`src/rtl/pu_pkg.sv`:
```
// Shared definitions for the processing-unit blocks: receiver FSM states and default widths.
package pu_pkg;

    localparam int unsigned DefDw = 16;
    localparam int unsigned DefAw = 8;
    // Port-number width is fixed by the SEND instruction encoding.
    localparam int unsigned PortW = 4;

    typedef enum logic [1:0] {
        StIdle,
        StSize,
        StData,
        StDone
    } pu_recv_state_e;

endpackage

```
`src/rtl/pu_recv.sv`:
```
// Link receiver: accepts a header/size/data frame addressed to PORT and streams the data words
// into data memory starting at the header's base address.
module pu_recv
    import pu_pkg::*;
#(
    parameter logic [PortW-1:0] PORT = 4'h0,
    parameter int unsigned      DW   = DefDw,
    parameter int unsigned      AW   = DefAw
) (
    input  logic             clk,
    input  logic             rst_n,
    input  logic             clr,
    input  logic             rx_valid,
    input  logic [PortW-1:0] rx_port,
    input  logic [DW-1:0]    rx_data,
    output logic             rx_ready,
    output logic             dm_req,
    input  logic             dm_gnt,
    output logic             dm_we,
    output logic [AW-1:0]    dm_addr,
    output logic [DW-1:0]    dm_wd,
    output logic             busy,
    output logic             done,
    output logic             wrap
);

    pu_recv_state_e state_q, state_d;
    logic [AW-1:0]  base_q, base_d;
    logic [AW-1:0]  remain_q, remain_d;
    logic [AW-1:0]  cnt_q, cnt_d;
    logic           wrap_q, wrap_d;
    logic [AW:0]    addr_sum;

    always_ff @(posedge clk or negedge rst_n) begin
        if (!rst_n) begin
            state_q  <= StIdle;
            base_q   <= '0;
            remain_q <= '0;
            cnt_q    <= '0;
            wrap_q   <= 1'b0;
        end else begin
            state_q  <= state_d;
            base_q   <= base_d;
            remain_q <= remain_d;
            cnt_q    <= cnt_d;
            wrap_q   <= wrap_d;
        end
    end

    // Extra top bit exposes the carry used for the wrap flag.
    assign addr_sum = {1'b0, base_q} + {1'b0, cnt_q};

    always_comb begin
        state_d  = state_q;
        base_d   = base_q;
        remain_d = remain_q;
        cnt_d    = cnt_q;
        wrap_d   = wrap_q;
        rx_ready = 1'b0;
        dm_req   = 1'b0;
        dm_we    = 1'b0;
        dm_addr  = '0;
        dm_wd    = '0;
        done     = 1'b0;

        unique case (state_q)
            StIdle: begin
                rx_ready = 1'b1;
                if (rx_valid && rx_port == PORT) begin
                    base_d  = rx_data[AW-1:0];
                    wrap_d  = 1'b0;
                    state_d = StSize;
                end
            end
            StSize: begin
                rx_ready = 1'b1;
                if (rx_valid) begin
                    remain_d = rx_data[AW-1:0];
                    cnt_d    = '0;
                    state_d  = (rx_data[AW-1:0] == '0) ? StDone : StData;
                end
            end
            StData: begin
                dm_req   = rx_valid;
                rx_ready = dm_gnt;
                dm_we    = rx_valid & dm_gnt;
                dm_addr  = addr_sum[AW-1:0];
                dm_wd    = rx_data;
                if (rx_valid && dm_gnt) begin
                    cnt_d    = cnt_q + AW'(1);
                    remain_d = remain_q - AW'(1);
                    if (addr_sum[AW]) begin
                        wrap_d = 1'b1;
                    end
                    if (remain_q == AW'(1)) begin
                        state_d = StDone;
                    end
                end
            end
            StDone: begin
                done    = 1'b1;
                state_d = StIdle;
            end
            default: state_d = StIdle;
        endcase

        // Abort discards any update from this cycle; earlier writes stay in memory.
        if (clr) begin
            state_d  = StIdle;
            base_d   = base_q;
            remain_d = remain_q;
            cnt_d    = cnt_q;
            wrap_d   = wrap_q;
            rx_ready = 1'b0;
            dm_we    = 1'b0;
            done     = 1'b0;
        end

        if (!rst_n) begin
            rx_ready = 1'b0;
        end
    end

    assign busy = (state_q != StIdle);
    assign wrap = wrap_q;

endmodule
```
`config.mk`:
```
export PLATFORM = sky130hd
export DESIGN_NAME = pu_recv
export DESIGN_NICKNAME = d
export VERILOG_FILES = /design/src/rtl/pu_pkg.sv /design/src/rtl/pu_recv.sv
export SDC_FILE = /design/constraint.sdc
export NUM_CORES = 1
export LEC_CHECK = 0
export ABC_AREA = 1
export CAP_MARGIN = 15
export CORE_MARGIN = 5
export CORE_UTILIZATION = 30
export CTS_BUF_LIST = sky130_fd_sc_hd__clkbuf_8
export CTS_CLUSTER_DIAMETER = 150
export DETAILED_ROUTE_END_ITERATION = 8
export GPL_TIMING_DRIVEN = 1
export MAX_ROUTING_LAYER = met4
export PLACE_DENSITY_LB_ADDON = 0.12
export SYNTH_ARGS = -nofsm -noshare
export SYNTH_HDL_FRONTEND = slang
export SYNTH_SLANG_ARGS = --single-unit
```
`constraint.sdc`:
```
create_clock -name clk -period 4.25 [get_ports clk]
set_input_delay 0.85 -clock clk [delete_from_list [all_inputs] [get_ports clk]]
set_output_delay 0.85 -clock clk [all_outputs]
set_load 0.005 [all_outputs]
```
==> results of run 1 <==
final timing paths:
kind | startpoint | depth (start not counted) | end
setup / recovery | rx_valid | 6 | dm_we
hold / removal | base_q[0] | 2 | base_q[0]
setup reg to reg | state_q[0] | 9 | cnt_q[3]
hold reg to reg | base_q[0] | 2 | base_q[0]
max in group asynchronous | rst_n | 2 | remain_q[5]
min in group asynchronous | rst_n | 2 | wrap
final cells by class:
type	instances	area, sq um
Fill cell	793	4300
Multi-Input combinational cell	221	1200
Sequential cell	27	676
Timing Repair Buffer	56	556
Inverter	61	231
Tap cell	99	124
Clock buffer	3	41.3
Clock inverter	1	7.51
flip-flops by register name (all words and copies together) (netlist names):
signal and cells:
base_q 8, cnt_q 8, remain_q 8, state_q 2, wrap 1
routing by layer:
layer | part of all wire [%] | track usage, %
met1 | 48 | 18.8
met2 | 47 | 24.7
met3 | 4.0 | 2.71
met4 | 0.91 | 2.04
met5 | 0 | -
cell families (layout without fill, tap and decap cells):
| family | count (synthesis) | count (layout) | share of synthesized area (%) |
|---|---|---|---|
| flops | 27 | 27 | 31.3 |
| compound gates | 55 | 55 | 16.0 |
| fa+ha+maj | 18 | 18 | 10.8 |
| xor+xnor | 3 | 3 | 1.22 |
| simple gates | 145 | 145 | 27.5 |
| buf+inv | 69 | 121 | 13.2 |
cells in the mapped netlist:
| library cell | count |
|---|---|
| inv_2 | 1 |
| clkbuf_1 | 3 |
| o21ai_0 | 15 |
| inv_1 | 59 |
| a211oi_2 | 1 |
| buf_2 | 1 |
| o31ai_1 | 1 |
| buf_6 | 2 |
| xnor2_1 | 1 |
| a31oi_1 | 1 |
| a21boi_0 | 2 |
| nand2_1 | 76 |
| ha_1 | 17 |
| o21ai_2 | 9 |
| xor2_1 | 2 |
| o21bai_1 | 3 |
| buf_4 | 2 |
| a21o_1 | 2 |
| o221ai_1 | 1 |
| fa_1 | 1 |
| nand3_1 | 23 |
| or2_1 | 1 |
| nand2_2 | 1 |
| inv_4 | 1 |
| nor3_1 | 2 |
| o21ai_1 | 2 |
| o211ai_1 | 2 |
| nand4_1 | 4 |
| dfrtp_1 | 27 |
| or2_0 | 1 |
| a21oi_1 | 16 |
| nor2_1 | 37 |
power groups by stage:
| stage | clock network (uW) | logic, uW | registers [uW] |
|---|---|---|---|
| after floorplan | 0 | 528 | 421 |
| after global placement | 0 | 812 | 447 |
| after detailed placement | 0 | 812 | 450 |
| after CTS | 165 | 818 | 444 |
| after global routing | 173 | 926 | 457 |
| final | 159 | 804 | 441 |
critical path, cell delays in order:
cell             delay (ps)
clkdlybuf4s50_1         540
nand2_1                 140
inv_1                    80
nand3_1                 130
inv_1                   240
clkdlybuf4s50_1         540
through the flow:
stage | hold slack, ps | cells
2_1_floorplan | 462 | 317
3_3_place_gp | 477 | 464
3_5_place_dp | 476 | 464
4_1_cts | 504 | 468
5_1_grt | 530 | 468
6_report | 499 | 468
==> impl_metrics.csv, run 1 <==
group,metric,value,unit
sta,fmax,296,MHz
cells_and_area,antenna_cells,0,
power,netSwitchingFraction,44.9,%
cells_and_area,final_common_cell,"nand2_1",
clock_tree,cts_resized,0,
critical_path,crit_path_start_kind,"primary input",
grt,grt_max_degree,28,
critical_path,crit_type,"in -> out",
grt,grt-ovfl-total,0,
synth,yosysUniqueCellTypes,32,
routing,drc,0,
synth,synth.area.top_cells,"dfrtp_1 (31%), nand2_1 (13%), inv_1 (10%)",
cells_and_area,drive_gt1_share,5.15,%
clock_tree,cts_sinks,27,
routing,wl,5.84,mm
grt,grt_first_pass_wirelength,10.2,mm
power,powerDensity,496,nW/um^2
cells_and_area,finalInstanceArea,2830,sq um
synth,yosysTopAreaCellShare,31.3,%
grt,grt_usage,14.7,%
power,internal_power,774,uW
power,p_leak,0.00148,uW
synth,synth_area,2160,sq um
synth,yosys_warnings,0,
synth,synth_area_leader_cell,"dfrtp_1",
sta,layout_setup_ws,869,ps
sta,setup_tns,0,ps
synth,synthCells,317,
power,combPwrFrac,57.2,%
synth,seq_area_frac_synth,31.3,%
grt,antenna_found_initial,0,
sta,fin_crit,3380,ps
floorplanning,row_count,31,
floorplanning,start_util,30.3,%
synth,synth_fp_nets,360,
floorplanning,core,7140,sq um
sta,drv_slew,0,
sta,hold_viol,0,
routing,vias_per_cell,4.51,
run,max-cap-violations,0,
clock_tree,cts_buffers,3,
sta,slew_headroom,52.2,%
power,finalPower,1400,uW
sta,worst_pin_slew,717,ps
synth,postSynthAreaPerCell,6.81,sq um
critical_path,rrSetupSlack,1740,ps
placed_design,place_area,2790,sq um
power,sequentialPowerShare,31.4,%
clock_tree,insertion_delay,280,ps
run_status,status,"finished, final reports clean",
floorplanning,die_h,94.8,um
clock_tree,postCtsSetupBuffers,0,
clock_tree,clockRootBuffer,"clkbuf_8",
floorplanning,dieArea,9000,sq um
routing,antenna_left,0,
critical_path,arrival,2530,ps
placed_design,globalplace.congestion,0.756,
sta,setup_viol,0,
placed_design,io_buffers,54,
routing,num_vias,2109,
cells_and_area,fin_util,39.7,%
power,irDropWorstVdd,0.000238,V
sta,rsz0062_at_grt,"false",
min_path,worstHoldPathType,"reg -> reg",
grt,grt_pass1_vias,2155,
clock_tree,h-tree-depth,1,
sta,finalCritPeriodShare,79.5,%
critical_path,cp_max_fo,6,
sta,fin_skew,3.22,ps
critical_path,critPathCaptureType,"output pin",
critical_path,cp.required,3400,ps
routing,drtIter0Drc,60,
routing,post_drt_wl_per_cell,12.5,um
power,power_frac_clock,11.4,%
placed_design,dp_hpwl,4.68,mm
cells_and_area,layout_common_cells,"nand2_1 (76), inv_1 (59), clkdlybuf4s50_1 (54)",
cells_and_area,syn_to_final_growth,31.2,%
clock_tree,cts_tree,"built",
placed_design,dp_slack,840,ps
routing,dr.pass1.iters,4,
floorplanning,num_io_pins,55,
clock_tree,clockBufferDepth,2,
clock_tree,hold_buffers,0,
floorplanning,die_x,94.8,um
synth,ys_ff_latch,27,
clock_tree,path_clk_slew,110,ps
power,p_switching,631,uW
cells_and_area,fin_nets,413,
(Power assumes the default switching activity.)
==> run 2: changes to the inputs <==
Clock period 4.25 ns to 2.9 ns, I/O delays scaled along.
==> run 2 against run 1 <==
  * First-iteration DRC count fell by 6.7%
  * Via count is the same
  * Die area did not move
  * Non-clock buffer count rose by 6
  * Critical path type is now reg -> out
  * Highest routed layer unchanged
==> impl_metrics.csv, run 2 (synthesized netlist as in run 1, its figures left out) <==
group,metric,value,unit
grt,antenna_found_initial,0,
critical_path,crit_type,"reg -> out",
cells_and_area,layout_common_cells,"nand2_1 (76), inv_1 (59), clkdlybuf4s50_1 (53)",
min_path,hp-start,"base_q[0]",
clock_tree,cts_sinks,27,
critical_path,startpoint,"cnt_q[4]",
critical_path,crit_path_start_kind,"flip-flop",
grt,grt_max_degree,28,
critical_path,cp.required,2320,ps
critical_path,rrSetupSlack,780,ps
grt,grt_usage,14.9,%
sta,fmax,367,MHz
critical_path,arrival,2140,ps
floorplanning,dieArea,9000,sq um
clock_tree,hold_buffers,0,
routing,drtIter0Drc,56,
sta,layout_setup_ws,178,ps
clock_tree,cts_tree,"built",
clock_tree,path_clk_slew,100,ps
min_path,worstHoldPathType,"reg -> reg",
sta,finalHoldWorstSlack,506,ps
critical_path,r2r_end,"cnt_q[3]",
grt,grt_first_pass_wirelength,10.3,mm
grt,grt-ovfl-total,0,
sta,drv_slew,0,
cells_and_area,n_fill_cell,802,
floorplanning,num_io_pins,55,
sta,setup_viol,0,
sta,rsz0062_at_grt,"false",
critical_path,crit_end,"dm_addr[7]",
routing,dr.pass1.iters,4,
sta,fin_skew,1.44,ps
floorplanning,start_util,30.3,%
routing,drc,0,
floorplanning,die_x,94.8,um
critical_path,critPathCaptureType,"output pin",
sta,setup_tns,0,ps
power,irDropWorstVdd,0.000383,V
clock_tree,cts_buffers,3,
run,max-cap-violations,0,
critical_path,r2r_cells,10,
placed_design,dp_hpwl,4.67,mm
cells_and_area,antenna_cells,0,
sta,finalCritPeriodShare,93.9,%
clock_tree,insertion_delay,280,ps
power,p_leak,0.00153,uW
cells_and_area,syn_to_final_growth,34.5,%
placed_design,placed_cells,469,
floorplanning,core,7140,sq um
clock_tree,clockRootBuffer,"clkbuf_8",
cells_and_area,top_regs,"base_q (8), cnt_q (8), remain_q (8)",
sta,hold_viol,0,
sta,worst_pin_slew,451,ps
placed_design,dp_slack,233,ps
grt,grt_pass1_vias,2180,
cells_and_area,drive_gt1_share,7.73,%
routing,post_drt_wl_per_cell,12.5,um
placed_design,globalplace.congestion,0.761,
sta,fin_crit,2720,ps
routing,num_vias,2109,
routing,antenna_left,0,
run_status,status,"finished, final reports clean",
critical_path,cp_max_fo,5,
clock_tree,h-tree-depth,1,
cells_and_area,fin_nets,419,
power,powerDensity,722,nW/um^2
floorplanning,row_count,31,
floorplanning,die_h,94.8,um
sta,slew_headroom,69.9,%
cells_and_area,finalNonFillerCells,474,
cells_and_area,final_common_cell,"nand2_1",
clock_tree,clockBufferDepth,2,
placed_design,io_buffers,54,
critical_path,worstReg2RegStart,"state_q[0]",
routing,wl,5.91,mm
routing,vias_per_cell,4.45,
run 2: layer usage:
layer | vias to the layer above | wire, um | track usage [%]
met2 | 46 | 2800 | 25.1
met4 | 0 | 25 | 2.28
met3 | 2 | 219 | 2.63
li1 | 1111 | - | -
met1 | 950 | 2870 | 19.0
met5 | - | 0 | -
run 2: cell type report:
type / instances / area [sq um] / area share, %
multi-input cells: 221 / 1220 / 42.1
flip-flops and latches: 27 / 676 / 23.3
repair buffers: 62 / 603 / 20.8
inverters: 61 / 231 / 7.97
well taps: 99 / 124 / 4.27
clock buffers: 3 / 41.3 / 1.42
clock inverters: 1 / 7.51 / 0.259
run 2: how the worst min path moves through the flow:
stage	to	slack [ps]	cells after the start
3_3_place_gp	base_q[0]	480	2
4_1_cts	base_q[0]	510	2
6_report	base_q[0]	510	2
2_1_floorplan	base_q[0]	280	0
5_1_grt	base_q[3]	540	2
3_5_place_dp	base_q[0]	480	2
run 2: stage by stage:
stage,area (sq um),power (uW),util [%]
floorplan,2160,1390,-
global placement,2820,1860,39.6
detailed placement,2820,1860,39.6
CTS,2880,2120,40.4
global route,2900,2320,40.7
finish,2900,2100,40.7
run 2: critical path, stage by stage (launching register included):
cell             delay (ps)
dfrtp_1                 440
ha_1                    360
a21o_1                  220
a21boi_1                160
a21oi_1                  90
nor2_1                  100
clkdlybuf4s50_1         500
run 2: where the power goes:
part / leakage (uW) / internal (uW) / switching (uW)
clock network: 0.0000217 / 97.8 / 133
logic: 0.00115 / 551 / 669
registers: 0.000351 / 514 / 131
run 2: what timing repair did:
| item | 4_1_cts | 5_1_grt |
|---|---|---|
| resized for setup | 1 | 5 |
| setup buffers | 1 | 0 |
| setup endpoints to repair | 1 | 3 |
| endpoints found under the hold margin | 0 | 0 |
==> variant, RTL diff (settings of run 1) <==
`DefAw`: 8 -> 4.
--- a/src/rtl/pu_pkg.sv
+++ b/src/rtl/pu_pkg.sv
@@ -3,5 +3,5 @@
 
     localparam int unsigned DefDw = 16;
-    localparam int unsigned DefAw = 8;
+    localparam int unsigned DefAw = 4;
     // Port-number width is fixed by the SEND instruction encoding.
     localparam int unsigned PortW = 4;
Ports: changed (resized dm_addr); port bits go from 55 to 51. The function was not compared with the original's and may differ.
==> variant against run 1 <==
- sequential cell count fell by 12
- utilization up 6.6 points
- final area fell by 34%
- clock power shrank 25%
- worst setup slack better by 0.087 ns
- wire length is 40% lower
- die area down 37%
- area after synthesis fell by 41%
- total power is 39% lower
- critical path type is now reg -> out
==> variant: results (changes against run 1) <==
Status
  • Status: completed (unchanged)

Final layout
  • Bufs w/o clock: 52 (was 56)
  • Post-route insts no fill: 294 (was 468)
  • Layout Nets: 284 (was 413)
  • Data buffer area share: 27.4% (was 19.6%)
  • Top flop regs: base_q x4, cnt_q x4, remain_q x4 (was base_q x8, cnt_q x8, remain_q x8)
  • Fillcell total: 423 (was 793)
  • Clock buf/inv share: 2.40% (was 1.72%)
  • #MultiIn Comb: 134 (was 221)

Placed design
  • Port Buffers: 50 (was 54)
  • Placed Area: 0.00183 sq mm (was 0.00279 sq mm)
  • Gpl congestion: 0.752 (was 0.756)
  • Final HPWL DP: 2.85 mm (was 4.68 mm)

CTS
  • Clk pin slew, worst setup/hold paths: 0.07 ns (was 0.11 ns)
  • Worst-Skew Late Latency: 0.25 ns (was 0.28 ns)

Min path
  • Hold Path End: base_q[2] (was base_q[0])
  • Hold Path Origin: base_q[2] (was base_q[0])

Routing
  • WL met2: 1.66 mm (was 2.75 mm)
  • Vias per cell: 4.39 (was 4.51)
  • Drt initial violations: 50 (was 60)

Worst setup path
  • Reg2reg path depth: 8 (was 9)
  • CP Max Fanout: 19 (was 6)
  • Reg-to-reg slack, setup: 2.04 ns (was 1.74 ns)

Timing
  • Worst hold margin: 0.520 ns (was 0.499 ns)

Synthesis
  • Post-synthesis register bit count: 15 (was 27)
  • Post-synthesis area per instance: 6.67 sq um (was 6.81 sq um)
  • Register area share after synthesis: 29.3% (was 31.3%)
  • Yosys cell types: 25 (was 32)

Floorplan
  • Die area: 0.00568 sq mm (was 0.00900 sq mm)

GRT
  • Grt met1 use: 19.5% (was 18.8%)
  • Largest net degree at the start of global routing: 20 (was 28)

Power and ir drop
  • Worst vdd ir: 0.184 mV (was 0.238 mV)
variant: cell families (layout without fill, tap and decap cells):
kind of cell               after synthesis  after routing  synth area share [%]
AOI/OAI and AO/OA                       22             22                  10.1
adders and majority gates               14             14                  14.3
buffers and inverters                   43             95                  13.5
DFF                                     15             15                  29.3
and+or+nand+nor                         98             98                  32.9
variant: critical path: cells and delay by family, from the launching register on:
family | cells | cell delay (ns)
fa+ha+maj | 1 | 0.63
buf+inv | 3 | 0.86
simple gates | 1 | 0.26
flops | 1 | 0.44
variant: power groups by stage:
stage	combinational, uW	sequential, uW	clock (uW)
floorplan	296	250	0
global placement	474	266	0
detailed placement	478	266	0
CTS	480	264	119
global route	548	274	127
finish	470	263	119
variant: worst max-delay path by stage:
stage / slack [ns] / endpoint / cells after the start
CTS: 0.91 / dm_addr[1] / 5
global placement: 1.03 / dm_we / 4
floorplan: 2.10 / rx_ready / 6
finish: 0.96 / dm_we / 5
detailed placement: 1.02 / dm_we / 4
global route: 0.76 / dm_we / 5
